## config.mk

```make
export PLATFORM = sky130hd
export DESIGN_NAME = dlsc_cpu1_icache_fill
export DESIGN_NICKNAME = d
export VERILOG_FILES = /design/src/rtl/dlsc_cpu1_icache_fill_pkg.sv /design/src/rtl/dlsc_cpu1_icache_fill.sv
export SDC_FILE = /design/constraint.sdc
export NUM_CORES = 1
export LEC_CHECK = 0
export CAP_MARGIN = 40
export CORE_MARGIN = 2
export CORE_UTILIZATION = 33
export CTS_CLUSTER_SIZE = 10
export DETAILED_ROUTE_END_ITERATION = 7
export MAX_ROUTING_LAYER = met4
export PLACE_DENSITY_LB_ADDON = 0.25
export SETUP_SLACK_MARGIN = 0.4
export SLEW_MARGIN = 15
export SYNTH_ARGS = -nofsm -noshare
export SYNTH_HDL_FRONTEND = slang
export SYNTH_SLANG_ARGS = --single-unit
```

## constraint.sdc

```tcl
create_clock -name clk -period 11.98 [get_ports clk]
set_input_delay 2.396 -clock clk [delete_from_list [all_inputs] [get_ports clk]]
set_output_delay 2.396 -clock clk [all_outputs]
set_load 0.02 [all_outputs]
```

## src/rtl/dlsc_cpu1_icache_fill_pkg.sv

```systemverilog
// dlsc_cpu1_icache_fill_pkg
// Shared types for the icache refill/invalidate engine.
// Contents:
//   fill_state_t  FSM state encoding of dlsc_cpu1_icache_fill
package dlsc_cpu1_icache_fill_pkg;

   // Engine phases. INIT sweeps every tag invalid. IDLE waits for a miss.
   // CMD issues the line read. DATA collects beats. DONE reports completion.
   typedef enum logic [2:0] {
      ST_INIT = 3'd0,
      ST_IDLE = 3'd1,
      ST_CMD  = 3'd2,
      ST_DATA = 3'd3,
      ST_DONE = 3'd4
   } fill_state_t;

endpackage

```

## src/rtl/dlsc_cpu1_icache_fill.sv

```systemverilog
// dlsc_cpu1_icache_fill
// Refill and invalidate engine for one icache way. It owns the way's write port.
// On a miss it reads one aligned line from memory and writes it word by word.
// It then writes the line's tag. After reset, and on a flush request, it sweeps
// every tag to invalid.
// Ports:
//   clk, rst                      clock, asynchronous active-high reset
//   miss_valid/ready/addr         miss request from the lookup logic
//   miss_done, miss_err           completion pulse, with an error flag
//   flush                         invalidate-all request; held pending until serviced
//   busy                          high whenever the engine is not idle
//   mem_cmd_valid/ready/addr      line read command to memory
//   mem_rd_valid/ready/data/err   read-data beats from memory
//   wr_addr, wr_en, wr_data       data write into the way
//   wr_en_tag, wr_tag             tag write into the way; bit 0 of the tag is valid
module dlsc_cpu1_icache_fill
   import dlsc_cpu1_icache_fill_pkg::*;
#(
   parameter int ADDR = 30,
   parameter int SIZE = 9,
   parameter int LINE = 4,
   parameter int DATA = 32,
   parameter int TAG  = 22
) (
   input  logic            clk,
   input  logic            rst,
   input  logic            miss_valid,
   output logic            miss_ready,
   input  logic [ADDR-1:0] miss_addr,
   output logic            miss_done,
   output logic            miss_err,
   input  logic            flush,
   output logic            busy,
   output logic            mem_cmd_valid,
   input  logic            mem_cmd_ready,
   output logic [ADDR-1:0] mem_cmd_addr,
   input  logic            mem_rd_valid,
   output logic            mem_rd_ready,
   input  logic [DATA-1:0] mem_rd_data,
   input  logic            mem_rd_err,
   output logic [SIZE-1:0] wr_addr,
   output logic            wr_en,
   output logic [DATA-1:0] wr_data,
   output logic            wr_en_tag,
   output logic [TAG-1:0]  wr_tag
);

   localparam int IDXW = SIZE - LINE;

   if (TAG != ADDR - SIZE + 1 || LINE >= SIZE) begin : g_param_check
      $error("dlsc_cpu1_icache_fill: need TAG == ADDR-SIZE+1 and LINE < SIZE");
   end

   fill_state_t           state, state_nxt;
   logic                  flush_pend;
   logic [IDXW-1:0]       sweep_idx;
   logic [LINE-1:0]       beat;
   logic [ADDR-LINE-1:0]  line_addr;
   logic                  err;

   logic                  wr_en_q;
   logic [DATA-1:0]       wr_data_q;
   logic [SIZE-1:0]       wr_addr_q;
   logic                  tag_en_q;
   logic [TAG-1:0]        tag_q;

   logic                  beat_acc;
   logic                  last_beat;
   logic                  miss_acc;
   logic                  miss_addr_unused;

   // The word offset of the miss address does not matter: the whole line is fetched.
   assign miss_addr_unused = ^miss_addr[LINE-1:0];

   assign beat_acc  = (state == ST_DATA) && mem_rd_valid;
   assign last_beat = beat_acc && (beat == '1);
   assign miss_acc  = (state == ST_IDLE) && !flush_pend && miss_valid;

   // State register. Reset lands in INIT, so every reset ends with a full tag sweep.
   always_ff @(posedge clk or posedge rst) begin
      if (rst) begin
         state <= ST_INIT;
      end else begin
         state <= state_nxt;
      end
   end

   // Next-state logic. A pending flush beats a coincident miss in IDLE.
   // A flush that arrives during INIT restarts the sweep instead of finishing it.
   // Once a line command has been issued, the line always runs to DONE.
   always_comb begin
      state_nxt = state;
      case (state)
         ST_INIT: if (!flush && sweep_idx == '1) state_nxt = ST_IDLE;
         ST_IDLE: begin
            if (flush_pend)      state_nxt = ST_INIT;
            else if (miss_valid) state_nxt = ST_CMD;
         end
         ST_CMD:  if (mem_cmd_ready) state_nxt = ST_DATA;
         ST_DATA: if (last_beat) state_nxt = ST_DONE;
         ST_DONE: state_nxt = flush_pend ? ST_INIT : ST_IDLE;
         default: state_nxt = ST_INIT;
      endcase
   end

   // Control registers: flush bookkeeping, the sweep index, the beat counter,
   // the latched line address and the sticky error.
   // flush_pend is dropped whenever a sweep is running or about to start.
   // That sweep also covers any flush that arrives at the same moment.
   // The sweep index wraps to zero on its last step, so a later INIT starts clean.
   always_ff @(posedge clk or posedge rst) begin
      if (rst) begin
         flush_pend <= 1'b0;
         sweep_idx  <= '0;
         beat       <= '0;
         line_addr  <= '0;
         err        <= 1'b0;
      end else begin
         if (state == ST_INIT || state_nxt == ST_INIT) begin
            flush_pend <= 1'b0;
         end else if (flush) begin
            flush_pend <= 1'b1;
         end

         if (state == ST_INIT) begin
            sweep_idx <= flush ? '0 : sweep_idx + 1'b1;
         end else begin
            sweep_idx <= '0;
         end

         if (miss_acc) begin
            line_addr <= miss_addr[ADDR-1:LINE];
         end

         if (state == ST_CMD) begin
            beat <= '0;
            err  <= 1'b0;
         end else if (beat_acc) begin
            beat <= beat + 1'b1;
            if (mem_rd_err) err <= 1'b1;
         end
      end
   end

   // Write pipeline. Each accepted beat becomes a way write one cycle later.
   // The last beat also loads the tag, so the data word and the tag land in the same cycle.
   // The tag stays invalid until then, and an errored line is written back invalid.
   always_ff @(posedge clk or posedge rst) begin
      if (rst) begin
         wr_en_q   <= 1'b0;
         wr_data_q <= '0;
         wr_addr_q <= '0;
         tag_en_q  <= 1'b0;
         tag_q     <= '0;
      end else begin
         wr_en_q  <= beat_acc;
         tag_en_q <= last_beat;
         if (beat_acc) begin
            wr_data_q <= mem_rd_data;
            wr_addr_q <= {line_addr[IDXW-1:0], beat};
         end
         if (last_beat) begin
            tag_q <= {line_addr[ADDR-LINE-1:IDXW], ~(err | mem_rd_err)};
         end
      end
   end

   // Output decode. Everything is forced low while reset is held; this includes the INIT
   // tag strobe, so nothing reaches the way until reset is released.
   // INIT drives the sweep's tag writes directly. Every other state forwards the
   // registered write pipeline.
   always_comb begin
      miss_ready    = 1'b0;
      miss_done     = 1'b0;
      miss_err      = 1'b0;
      busy          = 1'b0;
      mem_cmd_valid = 1'b0;
      mem_cmd_addr  = '0;
      mem_rd_ready  = 1'b0;
      wr_addr       = '0;
      wr_en         = 1'b0;
      wr_data       = '0;
      wr_en_tag     = 1'b0;
      wr_tag        = '0;
      if (!rst) begin
         busy          = (state != ST_IDLE);
         miss_ready    = (state == ST_IDLE) && !flush_pend;
         miss_done     = (state == ST_DONE);
         miss_err      = (state == ST_DONE) && err;
         mem_cmd_valid = (state == ST_CMD);
         mem_cmd_addr  = {line_addr, {LINE{1'b0}}};
         mem_rd_ready  = (state == ST_DATA);
         wr_en         = wr_en_q;
         wr_data       = wr_data_q;
         if (state == ST_INIT) begin
            wr_en_tag = 1'b1;
            wr_tag    = '0;
            wr_addr   = {sweep_idx, {LINE{1'b0}}};
         end else begin
            wr_en_tag = tag_en_q;
            wr_tag    = tag_q;
            wr_addr   = wr_addr_q;
         end
      end
   end

endmodule

```

## Word-level counts from Yosys, hierarchy flattened

Cells that the tools add are included.

- Register bits after elaboration: 105
- Input bits: 69
- Output and inout bits: 101
- Logic and storage cells: 68

- Add/subtract/negate cells: 2
- Equal/unequal tests: 7
- Mux-type cells: 31
- Bitwise operators: 2
- Reductions and logical operators: 15

Operators by type and width:

| kind | count |
|---|---|
| $mux W22 | 2 |
| $mux W32 | 1 |
| $mux W30 | 1 |
| $mux W9 | 2 |
| $mux W1 | 15 |
| $mux W3 | 5 |
| $pmux W3 S5 | 1 |
| $mux W5 | 2 |
| $mux W4 | 2 |
| $eq A3 B2 Y1 const B | 2 |
| $logic_and A1 B1 Y1 | 6 |
| $logic_not A3 Y1 | 2 |
| $reduce_bool A2 Y1 | 3 |
| $add A5 B1 Y5 const B | 1 |
| $eq A5 B5 Y1 const B | 1 |
| $add A4 B1 Y4 const B | 1 |
| $eq A4 B4 Y1 const B | 1 |
| $eq A3 B1 Y1 const B | 1 |
| $eq A3 B3 Y1 const B | 1 |
| $ne A3 B1 Y1 const B | 1 |
| $logic_not A1 Y1 | 2 |
| $reduce_and A2 Y1 | 1 |
| $logic_or A1 B1 Y1 | 1 |
| $not A1 Y1 | 1 |
| $or A1 B1 Y1 | 1 |

## Longest topological paths before layout

- Depth in word-level cells: 8
- Mapped depth: 6
- Gate-level depth less buffers: 6

## Worst setup path before layout

Ideal clock, no wire load.

- Path kind: in2out
- Start: input port rst
- End: output port miss_err
- Data arrival time: 5.421 ns
- Required time: 9.584 ns
- Path slack: 4.163 ns
- Stages on the path: 3
- Buffers on the path: 0
- Cells stage by stage: inv_1 > and3_1 > and2_1

- Cells in the longest elaborated chain, start to end: 1

Ends and longest elaborated chain:

| item | RTL line | source |
|---|---|---|
| from (decl) | dlsc_cpu1_icache_fill.sv:26 | `input logic rst,` |
| $mux W1 | dlsc_cpu1_icache_fill.sv:185 | `if (!rst) begin` |
| to (decl) | dlsc_cpu1_icache_fill.sv:31 | `output logic miss_err,` |

Every way passes these cells.

## Worst setup path after layout

Same ends and word-level chain as after synthesis.

==> flow_summary.toml <==
[run_status]
status = "finished clean"

[clock_tree]
insertion_delay_ns = 0.35
root_buffer = "clkbuf_16"
cts_tree = "built"
clk_pin_slew_ns = 0.07
post_cts_buffers = 0
cts_hold_buf = 0
ctsResizeCount = 0
cts_sinks = 105
cts_max_level = 3
cts_buffers = 9
cts_buffer_depth = 2

[drt]
met1_length_mm = 5.26
drc = 0
met3_length_um = 720
vias = 3669
wire_per_inst_um = 14.7
top_layer = "met4"
avgViaCountPerCell = 4.55
detail-route-antenna-nets = 0
drt_iter0_markers = 121
firstDrtPassIters = 4
wl_met2_mm = 5.61
drt_wl_total_mm = 11.9

[global_routing]
grt_max_degree = 71
grt_pass1_wl_mm = 19.7
antenna_found_initial = 0
gr-total-overflow = 0
grt_pass1_vias = 3947
grtUsageTotal_pct = 16.1

[power]
irDropWorstVdd_mv = 0.0721
p_clk_share_pct = 21.0
switching_share_pct = 34.7
p_comb_share_pct = 37.6
p_sw_w = 0.000463
p_total_w = 0.00133
p_int_w = 0.000870
p_leak_nw = 3.16
p_per_area_nw_per_um2 = 194
p_seq_share_pct = 41.4

[critical_path]
worstPathRequired_ns = 9.58
worstSetupEndpointType = "output port"
criticalPathCategory = "in -> out"
cp.arrival_ns = 4.33
startpoint_type = "primary input"
cp_max_fo = 70

[layout]
drive_above_1_share_pct = 12.7
final_cell_area_um2 = 6880
num_antenna_cells = 0
fillers = 1328
fin_nets = 689
instances_no_fill = 806
synthToLayoutAreaGrowth_pct = 41.7

[sta]
setup_tns_ns = 0
period_share_pct = 56.1
rsz0062_at_grt = "no"
period_minus_slack_ns = 6.72
hold_violations = 0
skew_ns = 0.00598
slew_headroom_pct = 46.4
setup_viol = 0
slew_viol_final = 0
tightest_slew_ns = 0.803
fmax_mhz = 149

[logic_synthesis]
synth_area_um2 = 4860
yosysWarnings = 0
synth_enable_flop_cells = 0
syn_avg_cell_area_um2 = 10.4
synth.largest_area_cell = "dfrtp_1"
netlist.area_leader.share_pct = 54.1
netlist_instances = 465
synth_area_leaders = "dfrtp_1 54%, mux2_2 11%, nand2_1 9.9%"
ys_ff_latch = 105
seq_area_frac_synth_pct = 54.1
synth_flop_cell = "dfrtp_1"
synthArstFlopShare_pct = 100
yosys.cell_types.count = 40

[floorplanning]
rows = 44
coreArea_um2 = 14500
dieHeight_um = 125
pin_count = 170
die_x_um = 125
start_util_pct = 33.6
die_area_um2 = 15700

[place]
placed_cell_area_um2 = 6600
dp_cells = 790
numPortBuffers = 161
hpwl_mm = 8.17
place.gp.congestion = 0.755

[flow_run]
cap_violations = 0

[min_path]
min_path_type = "reg -> reg"
==> kinds of logic (layout without fill, tap and decap cells) <==
group	count (synthesis)	after routing	share of synthesized area [%]
muxes	54	54	12.4
buffers and inverters	31	185	3.76
adders and majority gates	3	3	0.773
AOI/OAI and AO/OA	13	13	1.62
and+or+nand+nor	255	255	26.8
other	1	4	0.0772
DFF	105	105	54.1
xor gates and xnor gates	3	3	0.541
==> metal layers <==
| layer | up-vias | global-route usage, % |
|---|---|---|
| li1 | 1781 | - |
| met1 | 1770 | 19.5 |
| met2 | 100 | 25.5 |
| met3 | 18 | 4.32 |
| met4 | 0 | 6.73 |
| met5 | - | - |
==> final cells by class <==
type	instances	area, µm²	area share (%)
flip-flops and latches	105	2630	38.2
multi-input cells	332	2060	29.9
clock buffers	9	225	3.27
repair buffers	166	1670	24.3
well taps	184	230	3.34
inverters	3	13.8	0.200
clock inverters	7	56.3	0.818
==> Yosys cell counts, types with 3 or more instances <==
| cell | instances |
|---|---|
| nand2_1 | 128 |
| dfrtp_1 | 105 |
| nor2b_1 | 60 |
| mux2_2 | 47 |
| and2_1 | 29 |
| nor2_1 | 17 |
| clkbuf_1 | 10 |
| buf_2 | 8 |
| mux2i_1 | 6 |
| a21oi_1 | 5 |
| buf_4 | 5 |
| buf_6 | 5 |
| and3_1 | 3 |
| ha_1 | 3 |
| o21ai_0 | 3 |
==> through the flow <==
step	setup WS [ns]	utilization, %	hold WS, ns
2_1_floorplan	4.16	-	0.438
3_3_place_gp	4.95	45.3	0.450
3_5_place_dp	5.20	45.6	0.454
4_1_cts	5.20	47.5	0.471
5_1_grt	5.07	47.5	0.490
6_report	5.26	47.5	0.468
==> worst max-delay path, stage by stage <==
cell,delay (ns)
buf_2,0.07
buf_4,0.62
inv_4,0.29
and3_1,0.24
and2_1,0.15
clkdlybuf4s50_1,0.52
==> power groups by stage <==
| stage | Sequential, W | Clock, W | Combinational, W |
|---|---|---|---|
| floorplan | 0.000524 | 0 | 0.000335 |
| global placement | 0.000550 | 0 | 0.000496 |
| detailed placement | 0.000556 | 0 | 0.000509 |
| CTS | 0.000552 | 0.000288 | 0.000511 |
| global route | 0.000571 | 0.000302 | 0.000550 |
| finish | 0.000552 | 0.000280 | 0.000502 |
==> worst paths after layout <==
| check | startpoint | endpoint | slack [ns] | cells after the start |
|---|---|---|---|---|
| worst min-delay path | wr_data_q[29] | wr_data_q[29] | 0.47 | 2 |
| min in group asynchronous | rst | line_addr[20] | 2.49 | 3 |
| max in group asynchronous | rst | wr_data_q[25] | 8.41 | 5 |
| worst min register to register | wr_data_q[29] | wr_data_q[29] | 0.47 | 2 |
| worst max-delay path | rst | miss_err | 5.26 | 6 |
| worst max register to register | state[1] | beat[2] | 9.39 | 4 |
==> registers in the layout (all words and copies together) (netlist names), 3 cells and up <==
signal	flops
state	3
wr_data_q	32
line_addr	26
beat	4
sweep_idx	5
wr_addr_q	9
tag_q	22
==> placed cells by master, fill, tap and decap left out, drive strengths merged, types with 4 or more instances in the layout <==
cell           Yosys  final
a21oi              5      5
and2              29     29
buf               18      6
clkbuf            10      9
clkdlybuf4s50      0    160
clkinv             0      5
conb               1      4
dfrtp            105    105
inv                3      4
mux2              48     48
mux2i              6      6
nand2            128    128
nor2              19     19
nor2b             60     60
Power figures use the tool's default switching activity.
